**src/rtl/rf_pkg.sv**
```systemverilog
// Shared constants and types for the register file with integrated busy scoreboard.
package rf_pkg;

    localparam int unsigned RF_NREG = 32;
    localparam int unsigned RF_REGW = 32;
    localparam int unsigned RF_AW   = $clog2(RF_NREG);

    localparam logic [RF_REGW-1:0] RF_ZERO   = '0;
    localparam logic [RF_REGW-1:0] RF_RSTVAL = RF_ZERO;

    typedef logic [RF_AW-1:0] reg_addr_t;

endpackage

```
**src/rtl/rf_scb_busy.sv**
```systemverilog
// Busy scoreboard: per-register pending-write bits, issue/clear arbitration and busy count.
module rf_scb_busy
    import rf_pkg::*;
#(
    parameter int unsigned NREG = RF_NREG,
    parameter int unsigned AW   = $clog2(NREG)
) (
    input  logic            clk_i,
    input  logic            arst_ni,
    input  logic            srst_i,
    input  logic            iss_v_i,
    input  logic [AW-1:0]   iss_a_i,
    input  logic            we_i,
    input  logic [AW-1:0]   wa_i,
    output logic            iss_rdy_o,
    output logic [NREG-1:0] busy_o,
    output logic [AW:0]     busy_cnt_o
);

    logic [NREG-1:1] busy_q, busy_d;
    logic [AW:0]     cnt_q, cnt_d;
    logic [NREG-1:0] busy_full, busy_nxt;
    logic            iss_acc, wr_clr, cnt_inc, cnt_dec;

    // x0 never owns a busy bit
    assign busy_full = {busy_q, 1'b0};

    always_comb begin
        iss_rdy_o = (iss_a_i == '0) || !busy_full[iss_a_i] || (we_i && (wa_i == iss_a_i));
        iss_acc   = iss_v_i && iss_rdy_o && (iss_a_i != '0);
        wr_clr    = we_i && (wa_i != '0);

        // Issue applied after the clear so a same-register issue wins
        busy_nxt = busy_full;
        if (wr_clr) begin
            busy_nxt[wa_i] = 1'b0;
        end
        if (iss_acc) begin
            busy_nxt[iss_a_i] = 1'b1;
        end
        busy_d = busy_nxt[NREG-1:1];

        cnt_inc = iss_acc && !busy_full[iss_a_i];
        cnt_dec = wr_clr && busy_full[wa_i] && !(iss_acc && (iss_a_i == wa_i));

        cnt_d = cnt_q;
        if (cnt_inc && !cnt_dec) begin
            cnt_d = cnt_q + {{AW{1'b0}}, 1'b1};
        end else if (cnt_dec && !cnt_inc) begin
            cnt_d = cnt_q - {{AW{1'b0}}, 1'b1};
        end
    end

    always_ff @(posedge clk_i or negedge arst_ni) begin
        if (!arst_ni) begin
            busy_q <= '0;
            cnt_q  <= '0;
        end else if (srst_i) begin
            busy_q <= '0;
            cnt_q  <= '0;
        end else begin
            busy_q <= busy_d;
            cnt_q  <= cnt_d;
        end
    end

    assign busy_o     = busy_full;
    assign busy_cnt_o = cnt_q;

endmodule

```
**src/rtl/rf_scb.sv**
```systemverilog
// Register file with configurable read ports, optional write bypass and busy scoreboard.
module rf_scb
    import rf_pkg::*;
#(
    parameter int unsigned NREG   = RF_NREG,
    parameter int unsigned REGW   = RF_REGW,
    parameter int unsigned AW     = $clog2(NREG),
    parameter int unsigned NRP    = 2,
    parameter int unsigned BYPASS = 1,
    parameter logic [REGW-1:0] RSTVAL = REGW'(RF_RSTVAL)
) (
    input  logic                clk,
    input  logic                arst_n,
    input  logic                srst,
    input  logic [NRP*AW-1:0]   ra,
    output logic [NRP*REGW-1:0] rd,
    output logic [NRP-1:0]      rbusy,
    input  logic                iss_v,
    input  logic [AW-1:0]       iss_a,
    output logic                iss_rdy,
    input  logic                we,
    input  logic [AW-1:0]       wa,
    input  logic [REGW-1:0]     wd,
    output logic [AW:0]         busy_cnt
);

    logic [REGW-1:0] regs_q [NREG-1:1];
    logic [NREG-1:0] busy;
    logic [AW-1:0]   rd_a;

    rf_scb_busy #(
        .NREG (NREG),
        .AW   (AW)
    ) u_busy (
        .clk_i      (clk),
        .arst_ni    (arst_n),
        .srst_i     (srst),
        .iss_v_i    (iss_v),
        .iss_a_i    (iss_a),
        .we_i       (we),
        .wa_i       (wa),
        .iss_rdy_o  (iss_rdy),
        .busy_o     (busy),
        .busy_cnt_o (busy_cnt)
    );

    always_ff @(posedge clk or negedge arst_n) begin
        if (!arst_n) begin
            for (int i = 1; i < NREG; i++) begin
                regs_q[i] <= RSTVAL;
            end
        end else if (srst) begin
            for (int i = 1; i < NREG; i++) begin
                regs_q[i] <= RSTVAL;
            end
        end else if (we && (wa != '0)) begin
            regs_q[wa] <= wd;
        end
    end

    // x0 reads zero and is never busy; a forwarded write is by definition no longer pending
    always_comb begin
        rd    = '0;
        rbusy = '0;
        rd_a  = '0;
        for (int p = 0; p < NRP; p++) begin
            rd_a = ra[p*AW +: AW];
            if (rd_a == '0) begin
                rd[p*REGW +: REGW] = '0;
            end else if ((BYPASS != 0) && we && (wa == rd_a)) begin
                rd[p*REGW +: REGW] = wd;
            end else begin
                rd[p*REGW +: REGW] = regs_q[rd_a];
                rbusy[p]           = busy[rd_a];
            end
        end
    end

endmodule
```
**config.mk**
```make
export PLATFORM = sky130hd
export DESIGN_NAME = rf_scb
export DESIGN_NICKNAME = d
export VERILOG_FILES = /design/src/rtl/rf_pkg.sv /design/src/rtl/rf_scb_busy.sv /design/src/rtl/rf_scb.sv
export SDC_FILE = /design/constraint.sdc
export NUM_CORES = 2
export LEC_CHECK = 0
export ABC_CLOCK_PERIOD_IN_PS = 3900
export BUFFER_PORTS_ARGS = -buffer_cell sky130_fd_sc_hd__buf_2
export CORE_UTILIZATION = 30
export DETAILED_ROUTE_END_ITERATION = 12
export PLACE_DENSITY = 0.4
export SETUP_SLACK_MARGIN = 0.3
export SYNTH_ARGS = -nofsm -noshare
export SYNTH_HDL_FRONTEND = slang
export SYNTH_HIERARCHICAL = 1
export SYNTH_SLANG_ARGS = --single-unit
```
**constraint.sdc**
```tcl
create_clock -name clk -period 3.9 [get_ports clk]
set_clock_uncertainty 0.15 [all_clocks]
set_input_delay 0 -clock clk [delete_from_list [all_inputs] [get_ports clk]]
set_output_delay 0 -clock clk [all_outputs]
set_load 0.005 [all_outputs]
```
## After elaboration in Yosys (flattened, before gate mapping)

Index checks and enable logic that the tools add are counted.

- Add/sub/neg operators: 2
- $lt $le $gt $ge: 6
- Equality and inequality tests: 4
- Muxes and demuxes: 35
- Bitwise gates (word level): 3
- Reductions and logical operators: 27

Operators by type and width:

| operator | count |
|---|---|
| $mux W992 | 2 |
| $bwmux W992 | 1 |
| $bmux W32 S5 | 2 |
| $mux W32 | 9 |
| $demux W32 S5 | 1 |
| $and A32 B32 Y32 | 1 |
| $not A32 Y32 | 1 |
| $or A32 B32 Y32 | 1 |
| $mux W31 | 1 |
| $lt A5 B6 Y1 const B | 4 |
| $bmux W1 S5 | 4 |
| $eq A5 B5 Y1 | 4 |
| $mux W6 | 3 |
| $logic_not A5 Y1 | 3 |
| $logic_and A1 B1 Y1 | 14 |
| $demux W1 S5 | 2 |
| $ge A5 B1 Y1 const B | 2 |
| $mux W1 | 10 |
| $reduce_bool A5 Y1 | 2 |
| $add A6 B1 Y6 const B | 1 |
| $sub A6 B1 Y6 const B | 1 |
| $logic_not A1 Y1 | 4 |
| $reduce_bool A3 Y1 | 1 |
| $logic_or A1 B1 Y1 | 2 |
| $reduce_bool A2 Y1 | 1 |

- Register bits: 1,029
- Bits of input ports: 57
- Output and inout bits: 73
- Word-level logic and storage cells: 110

## Logic depth before layout (Yosys ltp)

- Word-level depth: 14
- Depth in mapped cells: 15
- Mapped depth without buffers: 13

## Modules after synthesis

Netlist, hierarchy kept.

By module, submodules not included:

| module | times used | cells each | area an instance (µm²) | sequential area each (µm²) |
|---|---|---|---|---|
| rf_scb | 1 | 6,118 | 56,822.0 | 24,823.8 |
| rf_scb_busy | 1 | 278 | 2,695.1 | 925.9 |

## Worst setup path after synthesis

Ideal clock, no wire load.

- Path type: reg-to-reg
- From: register u_busy/busy_q[23] (netlist name)
- To: register u_busy.cnt_q[5], in the netlist u_busy/busy_cnt_o[5]
- Library setup time: 125 ps
- Data arrival time: 3,060 ps
- Data required time: 3,625 ps
- Path slack: 565 ps
- Stages on the path, launching flop included: 12
- Buffers on the path: 0
- Clock period less this slack: 3,335 ps
- Cells stage by stage: dfrtp_1 mux4_2 a22oi_1 nand4_1 o41ai_4 nand2_4 ha_1 a21o_1 a21oi_1 o21ai_0 mux2i_2 mux2_4

- Cells in the longest elaborated chain, start to end: 14
- Elaborated cells on any way between the ends: 21
- Those cells by class: mux (6); reduce/logical (15)

RTL lines:

| element | line | text |
|---|---|---|
| start, declared | rf_scb_busy.sv:20 | `logic [NREG-1:1] busy_q, busy_d;` |
| start signal, assigned | rf_scb_busy.sv:62 | `busy_q <= busy_d;` |
| $bmux W1 S5 | rf_scb_busy.sv:29, rf_scb_busy.sv:43 |  |
| $mux W1 (implied by the code) | rf_scb_busy.sv:29, rf_scb_busy.sv:43 |  |
| $logic_not A1 Y1 | rf_scb_busy.sv:29, rf_scb_busy.sv:43 |  |
| $logic_or A1 B1 Y1 (2 in a row) | rf_scb_busy.sv:29 | `iss_rdy_o = (iss_a_i == '0) \|\| !busy_full[iss_a_i] \|\| (we_i && (wa_i == iss_a_i));` |
| $logic_and A1 B1 Y1 (2 in a row) | rf_scb_busy.sv:30 | `iss_acc = iss_v_i && iss_rdy_o && (iss_a_i != '0);` |
| $logic_and A1 B1 Y1 | rf_scb_busy.sv:44 | `cnt_dec = wr_clr && busy_full[wa_i] && !(iss_acc && (iss_a_i == wa_i));` |
| $logic_not A1 Y1 | rf_scb_busy.sv:44 |  |
| $logic_and A1 B1 Y1 | rf_scb_busy.sv:44 |  |
| $logic_not A1 Y1 | rf_scb_busy.sv:47 | `if (cnt_inc && !cnt_dec) begin` |
| $logic_and A1 B1 Y1 | rf_scb_busy.sv:47 |  |
| $mux W6 | rf_scb_busy.sv:47 |  |
| $mux W6 | rf_scb_busy.sv:58 | `end else if (srst_i) begin` |
| end signal, assigned | rf_scb_busy.sv:63 | `cnt_q <= cnt_d;` |
| end, declared | rf_scb_busy.sv:21 | `logic [AW:0] cnt_q, cnt_d;` |

Several ways; a longest one is shown, not always the timed one. The select of a mux whose other input is x is not followed.
A chain may end at the register's enable or synchronous reset.

## Worst setup path after layout

- From: input wa[3]
- To: output rd[48]

- Cells in the longest elaborated chain, start to end: 4

RTL lines:

| element | line | text |
|---|---|---|
| start, declared | rf_scb.sv:22 | `input logic [AW-1:0] wa,` |
| $eq A5 B5 Y1 | rf_scb.sv:70 | `end else if ((BYPASS != 0) && we && (wa == rd_a)) begin` |
| $logic_and A1 B1 Y1 | rf_scb.sv:70 |  |
| $mux W32 | rf_scb.sv:70 |  |
| $mux W32 | rf_scb.sv:68 | `if (rd_a == '0) begin` |
| end, declared | rf_scb.sv:16 | `output logic [NRP*REGW-1:0] rd,` |

Every way passes these cells.

==> results.sh <==
export IMPL_hold_viol=0
export IMPL_cts_tree="built"
export IMPL_finalMaxSlewViolations=0
export IMPL_dpl_hpwl_um=180000
export IMPL_cp_cell_sequence="dlygate4sd3_1, buf_2, buf_4, xor2_1, nor4_1, buf_4, and3_1, buf_4, a211oi_1, nor3_1, buf_2"
export IMPL_h_tree_depth=4
export IMPL_hold_path_depth=3
export IMPL_crit_required_ps=3750
export IMPL_port_buffers=129
export IMPL_synth_edf_count=0
export IMPL_drt_iter0_markers=6156
export IMPL_power_leakage_nw=26.8
export IMPL_place_gp_congestion=0.882
export IMPL_avgRoutedWirePerCell_um=31.7
export IMPL_period_minus_slack_ps=3580
export IMPL_clk_latency_ps=790
export IMPL_critPathTopFamily="buffers and inverters"
export IMPL_hold_start="srst"
export IMPL_syn_nets=6458
export IMPL_slew_headroom_pct=23.8
export IMPL_path_buf_inv=6
export IMPL_clk_pin_slew_ps=60
export IMPL_areaGrowthSynthToFinish_pct=15.5
export IMPL_slowest_delay_ps=680
export IMPL_synthesis_area_um2=59500
export IMPL_ant_nets=0
export IMPL_arrival_ps=3430
export IMPL_ys_flop_type="dfrtp_1"
export IMPL_worst_setup_path_end_kind="output pin"
export IMPL_synthTopCellsByArea="dfrtp_1 (43%), mux4_2 (15%), nand2_1 (13%), a21oi_1 (8.7%), mux2_2 (3.1%)"
export IMPL_fillers=19873
export IMPL_reg2reg_depth=8
export IMPL_layout_drive_gt1_share_pct=20.1
export IMPL_wirelength_um=287000
export IMPL_start_util_pct=30.2
export IMPL_numClockSinks=1029
export IMPL_period_share_pct=91.7
export IMPL_finalSetupTns_ps=0
export IMPL_cp_slowest_cell="nor3_1"
export IMPL_cts_root_buf="clkbuf_16"
export IMPL_vdd_drop_max_uv=471
export IMPL_num_io_pins=130
export IMPL_ff2ff_setup_slack_ps=420
export IMPL_synthCells=6396
export IMPL_power_density_nw_per_um2=384
export IMPL_r2r_start="u_busy/busy_q[17]"
export IMPL_die_area_um2=200000
export IMPL_startpoint_type="input port"
export IMPL_min_delay_path_class="in -> reg"
export IMPL_final_util_pct=34.8
export IMPL_firstDrtPassIters=8
export IMPL_final_nets=6395
export IMPL_rsz0062_at_grt="false"
export IMPL_grt_max_degree=164
export IMPL_max_clock_freq_mhz=280
export IMPL_die_y_um=447
export IMPL_r2r_end="u_busy/busy_q[25]"
export IMPL_seq_area_frac_synth_pct=43.3
export IMPL_synth_top_area_share_pct=43.3
export IMPL_outcome="complete, no violations"
export IMPL_core_area_um2=197000
export IMPL_gr_total_overflow=0
export IMPL_synth_seq_cells=1029
export IMPL_grt_usage_pct=28.4
export IMPL_path_max_fanout=15
export IMPL_first_global_vias=50703
export IMPL_min_to="u_busy/busy_cnt_o[4]"
export IMPL_crit_path_frequent_cell="buf_4"
export IMPL_synthArstFlopShare_pct=100
export IMPL_clk_path_buf_depth=3
export IMPL_vias_per_cell=5.75
export IMPL_crit_type="in -> out"
export IMPL_synth_cell_types=83
export IMPL_via_count=52169
export IMPL_grt_pass1_wl_um=406000
export IMPL_drc=0
export IMPL_dieWidth_um=447
export IMPL_yosysWarnings=6
export IMPL_cts_buffers=133
export IMPL_rows=163
export IMPL_maxCapViolations=0
export IMPL_worst_slew_pin_slew_ps=1140
export IMPL_yosysTopAreaCell="dfrtp_1"
export IMPL_whs_ps=133
export IMPL_total_power_w=0.0264
export IMPL_avgSynthCellArea_um2=9.31
export IMPL_finalSetupViolCount=0
export IMPL_antenna_found_initial=13
per-layer routing:
layer  wire length (um)  global-route usage, %  vias to the layer above  part of all wire [%]
li1                   -                      -                    22359                     -
met1             126000                   39.8                    27339                    44
met2             132000                   44.1                     2045                    46
met3              18200                   4.41                      426                   6.3
met4              11100                   10.7                        0                   3.9
met5                  0                      0                        -                     0
cells in the mapped netlist, drive strengths merged (28+ instances only):
cell    instances
nor3           45
mux4          395
dfrtp        1029
nand2        2085
a22oi          44
clkbuf        446
a21oi        1033
mux2          167
o22ai          62
o211ai         28
a221oi         69
mux2i          97
nand3          33
nor2b          43
o221ai         35
buf           230
o21ai          93
nor2          149
worst max-delay path by stage:
stage | from | to | slack [ps] | cells past startpoint
after floorplan | u_busy/busy_q[23] | u_busy/busy_cnt_o[5] | 570 | 11
after global placement | u_busy/busy_q[23] | u_busy/busy_cnt_o[5] | 170 | 11
after detailed placement | u_busy/busy_q[23] | u_busy/busy_cnt_o[5] | 190 | 11
after CTS | u_busy/busy_q[16] | u_busy/busy_cnt_o[5] | 350 | 12
after global routing | u_busy/busy_q[23] | u_busy/busy_cnt_o[4] | 290 | 16
final | wa[3] | rd[48] | 320 | 11
cell type report:
class / count / area, um2 / area share [%]
multi-input combinational: 4680 / 31100 / 45.3
sequential: 1029 / 25700 / 37.5
timing repair buffer: 478 / 4170 / 6.07
clock buffer: 193 / 3930 / 5.72
tap: 2640 / 3300 / 4.81
clock inverter: 35 / 398 / 0.579
inverter: 11 / 46.3 / 0.0674
antenna: 5 / 12.5 / 0.0182
placed cells by master (no fill, tap or decap), types with 57 or more instances in the layout:
cell type / netlist / routed
a21oi_1: 1033 / 1031
buf_4: 31 / 241
clkbuf_16: 0 / 137
mux2_2: 166 / 166
dlygate4sd3_1: 0 / 57
nor2_1: 149 / 120
mux2i_1: 96 / 96
a221oi_1: 69 / 69
mux4_2: 395 / 395
dfrtp_1: 1029 / 1029
o21ai_0: 89 / 88
nand2_1: 2084 / 2053
buf_2: 165 / 119
o22ai_1: 62 / 62
worst register-to-register path, cell delays in order, from the launching register on:
cell	delay, ps
dfrtp_1	420
mux4_2	510
a32oi_2	290
nand4_4	170
o31ai_4	340
nand3_1	540
o21a_1	360
dlygate4sd3_1	550
nor2_1	80
through the flow:
step	worst slack (ps)	area [um2]	cells
global route	295	68700	9066
detailed placement	191	63700	8777
CTS	350	68600	9063
floorplan	565	59500	6396
global placement	172	63700	8777
finish	324	68700	9071
logic make-up (layout without fill, tap and decap cells):
family	after synthesis	after routing	synth area share, %
xor+xnor	18	18	0.265
mux	659	659	19.8
fa+ha+maj	5	5	0.118
flops	1029	1029	43.3
compound gates	1514	1514	14.7
other cells	1	6	0.00630
simple gates	2483	2483	16.8
buf+inv	687	717	5.10
repair_timing:
item	in CTS	in global routing
buffers inserted	0	3
gates resized for setup	1	6
pin swaps	1	6
hold buffers	58	0
endpoints found under the setup margin	2	5
hold endpoints to repair	2058	0
gates cloned	0	0
power breakdown:
group / total (W) / switching (W) / internal, W
logic: 0.00300 / 0.00215 / 0.000844
clock network: 0.0126 / 0.00522 / 0.00737
registers: 0.0108 / 0.0000685 / 0.0108
sequential cells by signal, indices dropped and copies added (netlist names):
register / count
u_busy/busy_q: 31
u_busy/busy_cnt_o: 6
regs_q: 992
(Power assumes the default switching activity.)
